--- src/rtl/dmem_arbiter.sv ---
// dmem_arbiter: shares one single-port data memory between the pipeline MEM
// stage (core) and an external program/data loader.
//
// Arbitration: the core has priority. A loader that has been denied for
// STARVE_MAX consecutive request cycles is forced through. When the loader
// is granted with l_lock set, it takes exclusive access for up to MAX_BURST
// grants, or until l_lock drops.
//
// Ports:
//   clk, reset        clock (rising edge), async active-low reset
//   c_*               core request/grant/read-return channel
//   l_*               loader request/grant/read-return channel (+ l_lock)
//   mem_*             single-port memory interface (read data 1 cycle late)
//   core_stall        c_req & !c_gnt, used to freeze the pipeline
//   stall_cnt         saturating core stall cycle counter
//
// Build option: define ARB_STATS_EN to enable stall_cnt. When it is not
// defined, stall_cnt is tied to zero.
module dmem_arbiter #(
    parameter int AW         = 32,
    parameter int DW         = 32,
    parameter int MAX_BURST  = 8,
    parameter int STARVE_MAX = 4
) (
    input  logic          clk,
    input  logic          reset,
    input  logic          c_req,
    input  logic          c_we,
    input  logic [AW-1:0] c_addr,
    input  logic [DW-1:0] c_wdata,
    output logic          c_gnt,
    output logic          c_rvalid,
    output logic [DW-1:0] c_rdata,
    input  logic          l_req,
    input  logic          l_we,
    input  logic [AW-1:0] l_addr,
    input  logic [DW-1:0] l_wdata,
    input  logic          l_lock,
    output logic          l_gnt,
    output logic          l_rvalid,
    output logic [DW-1:0] l_rdata,
    output logic          mem_we,
    output logic [AW-1:0] mem_addr,
    output logic [DW-1:0] mem_wdata,
    input  logic [DW-1:0] mem_rdata,
    output logic          core_stall,
    output logic [15:0]   stall_cnt
);

    typedef enum logic {S_SHARE, S_BURST} stateT;

    localparam logic [7:0] STARVE_LIM = 8'(STARVE_MAX);
    localparam logic [7:0] BURST_LIM  = 8'(MAX_BURST);

    stateT      state;
    logic [7:0] starveCnt;
    logic [7:0] burstCnt;
    logic [7:0] burstNext;
    logic       rvC;
    logic       rvL;

    // Grants are combinational; both are forced low while reset is held.
    always_comb begin
        c_gnt = 1'b0;
        l_gnt = 1'b0;
        if (reset) begin
            if (state == S_BURST)
                l_gnt = l_req;
            else if (starveCnt == STARVE_LIM && l_req)
                l_gnt = 1'b1;
            else if (c_req)
                c_gnt = 1'b1;
            else if (l_req)
                l_gnt = 1'b1;
        end
    end

    // Memory mux: idle bus drives zeros.
    always_comb begin
        mem_addr  = '0;
        mem_wdata = '0;
        if (c_gnt) begin
            mem_addr  = c_addr;
            mem_wdata = c_wdata;
        end else if (l_gnt) begin
            mem_addr  = l_addr;
            mem_wdata = l_wdata;
        end
    end

    assign mem_we     = (c_gnt & c_we) | (l_gnt & l_we);
    assign core_stall = c_req & ~c_gnt;

    // Burst count including this cycle's grant; the exit check uses this so
    // the MAX_BURST-th grant is still issued before dropping back to sharing.
    assign burstNext = burstCnt + {7'd0, l_gnt};

    always_ff @(posedge clk or negedge reset) begin
        if (!reset) begin
            state     <= S_SHARE;
            starveCnt <= '0;
            burstCnt  <= '0;
            rvC       <= 1'b0;
            rvL       <= 1'b0;
        end else begin
            rvC <= c_gnt & ~c_we;
            rvL <= l_gnt & ~l_we;

            if (l_gnt || !l_req)
                starveCnt <= '0;
            else if (starveCnt != STARVE_LIM)
                starveCnt <= starveCnt + 8'd1;

            case (state)
                S_SHARE: begin
                    if (l_gnt && l_lock) begin
                        state    <= S_BURST;
                        burstCnt <= 8'd1;
                    end
                end
                S_BURST: begin
                    // starveCnt is already cleared here: in a burst the
                    // loader is either granted or not requesting.
                    if (!l_lock || burstNext == BURST_LIM) begin
                        state    <= S_SHARE;
                        burstCnt <= '0;
                    end else begin
                        burstCnt <= burstNext;
                    end
                end
                default: begin
                    state    <= S_SHARE;
                    burstCnt <= '0;
                end
            endcase
        end
    end

    assign c_rvalid = rvC;
    assign l_rvalid = rvL;
    assign c_rdata  = mem_rdata;
    assign l_rdata  = mem_rdata;

`ifdef ARB_STATS_EN
    logic [15:0] stallCnt;

    always_ff @(posedge clk or negedge reset) begin
        if (!reset)
            stallCnt <= '0;
        else if (core_stall && stallCnt != 16'hFFFF)
            stallCnt <= stallCnt + 16'd1;
    end

    assign stall_cnt = stallCnt;
`else
    assign stall_cnt = 16'h0000;
`endif

endmodule

--- config.mk ---
export PLATFORM = sky130hd
export DESIGN_NAME = dmem_arbiter
export DESIGN_NICKNAME = d
export VERILOG_FILES = /design/src/rtl/dmem_arbiter.sv
export SDC_FILE = /design/constraint.sdc
export NUM_CORES = 1
export LEC_CHECK = 0
export BUFFER_PORTS_ARGS = -buffer_cell sky130_fd_sc_hd__buf_2
export CORE_AREA = 10 10 116 118
export CTS_CLUSTER_DIAMETER = 60
export DETAILED_ROUTE_END_ITERATION = 8
export DIE_AREA = 0 0 126 128
export GPL_TIMING_DRIVEN = 0
export SLEW_MARGIN = 5
export SYNTH_ARGS = -nofsm -noshare
export SYNTH_HDL_FRONTEND = slang
export SYNTH_SLANG_ARGS = --single-unit
--- constraint.sdc ---
create_clock -name clk -period 3.2 [get_ports clk]
set_input_delay 0.32 -clock clk [delete_from_list [all_inputs] [get_ports clk]]
set_output_delay 0.32 -clock clk [all_outputs]
set_load 0.02 [all_outputs]
==> flow_summary_export.csv <==
group,metric,value,unit
route,vias_per_cell,4.38,
timing,tightest_slew,568,ps
power_and_ir_drop,p_leak,2.41,nW
die,io_pins,317,
synth,netlist_instances,271,
synth,seq_area_frac_synth,0.207,
critical_path,crit_type,"reg -> reg",
layout,nNetsFinal,729,
die,start_util,0.205,
timing,maxSlewViolCount,0,
cts,worst_setup_hold_path_clk_slew,60,ps
route,drtAntennaViolNets,0,
die,die_y,128,um
die,coreArea,11200,um2
timing,fmax,331,MHz
power_and_ir_drop,power-per-cell-area,276,nW/um2
route,dr.pass1.iters,4,
place,place_inst,696,
layout,stdcell_count,700,
cts,root_buffer,"clkbuf_16",
synth,ys_warn_count,0,
outcome,status,"finished, final reports clean",
layout,area_growth,72.4,%
power_and_ir_drop,vdd_drop_max,0.000167,V
synth,synth_flop_cell,"dfrtp_1",
synth,avgSynthCellArea,8.49,um2
min_path,hold_path.class,"in -> async",
global_route,grt_pass1_vias,3185,
synth,synth_cell_types,31,
cts,tritoncts,"done",
synth,synth-edff-count,0,
route,wire_per_inst,18.5,um
cts,clock_latency,250,ps
global_route,grt_pass1_wl,18900,um
global_route,antenna_found_initial,0,
timing,hold_viol_final,0,
timing,rsz0062_at_grt,"false",
synth,ys_seq_elements,19,
power_and_ir_drop,finalPower,1.09,mW
timing,setup_violations,0,
place,gp_congestion,0.902,
timing,min_period,3020,ps
layout,nFillCells,1150,
global_route,grt_overflow,0,
cts,cts_inserted_buffers,3,
place,port-buffer-count,267,
route,drc,0,
timing,slew_headroom,0.619,
cts,clockBufferDepth,2,
cts,htreeDepth,1,
cts,hold_buffers,0,
run,max-cap-violations,0,
critical_path,max_stage_delay,420,ps
timing,whs,38.4,ps
die,rows,39,
critical_path,start_kind,"flip-flop",
critical_path,crit_fanout,11,
route,vias,3063,
critical_path,end_kind,"flip-flop",
critical_path,cp.required,3320,ps
layout,n_antenna_cell,0,
route,first_iter_violations,93,
timing,skew,2.87,ps
critical_path,critPathSlowestCell,"dfrtp_1",
critical_path,arrival,3140,ps
layout,drive_above_1_share,0.661,
timing,timing.final.crit_share,0.943,
die,die_area,16100,um2
cts,cts_resized,0,
place,dpl.hpwl,11600,um
cts,cts_sinks,19,
critical_path,worstPathCellList,"inv_1 > ha_1 > nor4b_4 > a21bo_2 > and3_1 > buf_2 > clkbuf_4 > ha_1 > ha_2 > nor4_1 > o31ai_1 > o21ba_1 > a21oi_1",
global_route,track_usage,0.143,
die,die_w,126,um
timing,setup_tns,0,ps
synth,synth_area,2300,um2
synth,synth-async-reset-ratio,1.00,
global_route,grt_max_degree,26,
route,wirelength,13000,um
critical_path,cp_common_cell,"ha_1",
cts,post_cts_buffers,0,
worst paths after layout:
kind                                               start                 endpoint  slack (ps)  cells past startpoint
worst max-delay path            starveCnt[0]$_DFFE_PN0P_          state$_DFF_PN0_         180                     13
worst min-delay path                               reset  burstCnt[4]$_DFFE_PN0P_          40                      1
worst max register to register  starveCnt[0]$_DFFE_PN0P_          state$_DFF_PN0_         180                     13
worst min register to register   burstCnt[0]$_DFFE_PN0P_  burstCnt[0]$_DFFE_PN0P_         530                      2
max in group asynchronous                          reset       c_rvalid$_DFF_PN0_        2810                      1
min in group clk                                    c_we       c_rvalid$_DFF_PN0_         240                      2
cell type report:
class	count	area, um2	share of cell area
well taps	143	179	0.0451
flip-flops and latches	19	475	0.120
multi-input cells	166	1170	0.296
plain buffers	99	714	0.180
repair buffers	267	1340	0.337
clock buffers	4	78.8	0.0199
inverters	2	7.51	0.00189
Yosys cell counts (all sizes together) (3+ instances only):
cell / instances / area share
buf: 93 / 0.30
nand3: 12 / 0.026
ha: 4 / 0.022
nor4: 3 / 0.0082
nand2: 8 / 0.013
clkbuf: 6 / 0.0098
nor2b: 4 / 0.011
o21ai: 11 / 0.024
nor2: 12 / 0.020
dfrtp: 19 / 0.21
xor2: 8 / 0.030
a21oi: 3 / 0.0065
and3: 6 / 0.016
a22o: 66 / 0.25
per-stage QoR:
step	setup slack [ps]	util	area [um2]
floorplan	492	-	2360
global placement	192	0.345	3870
detailed placement	144	0.345	3870
CTS	116	0.352	3950
global route	13.3	0.353	3960
finish	181	0.353	3960
power by group:
part           switching, mW  internal [mW]  total, mW
clock                 0.0918          0.170      0.261
sequential           0.00731          0.250      0.257
combinational          0.313          0.261      0.574
total                  0.412          0.680       1.09
worst max-delay path: cells and delay by family, from the launching register on:
| family | cells | cell delay (ps) |
|---|---|---|
| AOI/OAI and AO/OA | 4 | 630 |
| and+or+nand+nor | 3 | 690 |
| buffers and inverters | 3 | 510 |
| adders and majority gates | 3 | 650 |
| DFF | 1 | 420 |
cells in the final DEF (no fill, tap or decap), types with 2 or more instances in the layout:
cell type  synthesis  layout
xor2_1             8       8
a22o_1            66      66
nand2_1            8       8
o21ai_0            9       9
conb_1             1      16
o21ai_1            2       2
nor2_1            12      12
and3_1             6       6
clkbuf_16          0       3
buf_4             82      82
a21oi_1            3       3
nor2b_1            4       4
ha_1               4       3
buf_2              8     274
a21bo_2            2       2
dfrtp_1           19      19
inv_1              2       2
buf_6              3       3
nand3_1           12      12
nor4_1             3       3
clkbuf_1           6       7
cells by family (layout without fill, tap and decap cells):
| family | after synthesis | after routing | synth area share |
|---|---|---|---|
| buffers and inverters | 101 | 372 | 0.313 |
| AOI/OAI and AO/OA | 87 | 87 | 0.310 |
| and+or+nand+nor | 50 | 50 | 0.112 |
| DFF | 19 | 19 | 0.207 |
| xor gates and xnor gates | 8 | 8 | 0.0305 |
| adders and majority gates | 4 | 4 | 0.0218 |
| other | 1 | 16 | 0.00163 |
| muxes | 1 | 1 | 0.00490 |
layer usage:
layer | track usage | up-vias | share of wire
met3 | 0.0670 | 13 | 0.12
met4 | 0.0208 | 0 | 0.0089
met5 | 0 | - | 0
met1 | 0.154 | 1390 | 0.35
li1 | - | 1465 | -
met2 | 0.256 | 195 | 0.52
sequential cells by signal, indices dropped and copies added (netlist names):
register / flops
l_rvalid: 1
starveCnt: 8
burstCnt: 8
state: 1
c_rvalid: 1
Note: power is estimated with default switching activity, not from simulation.
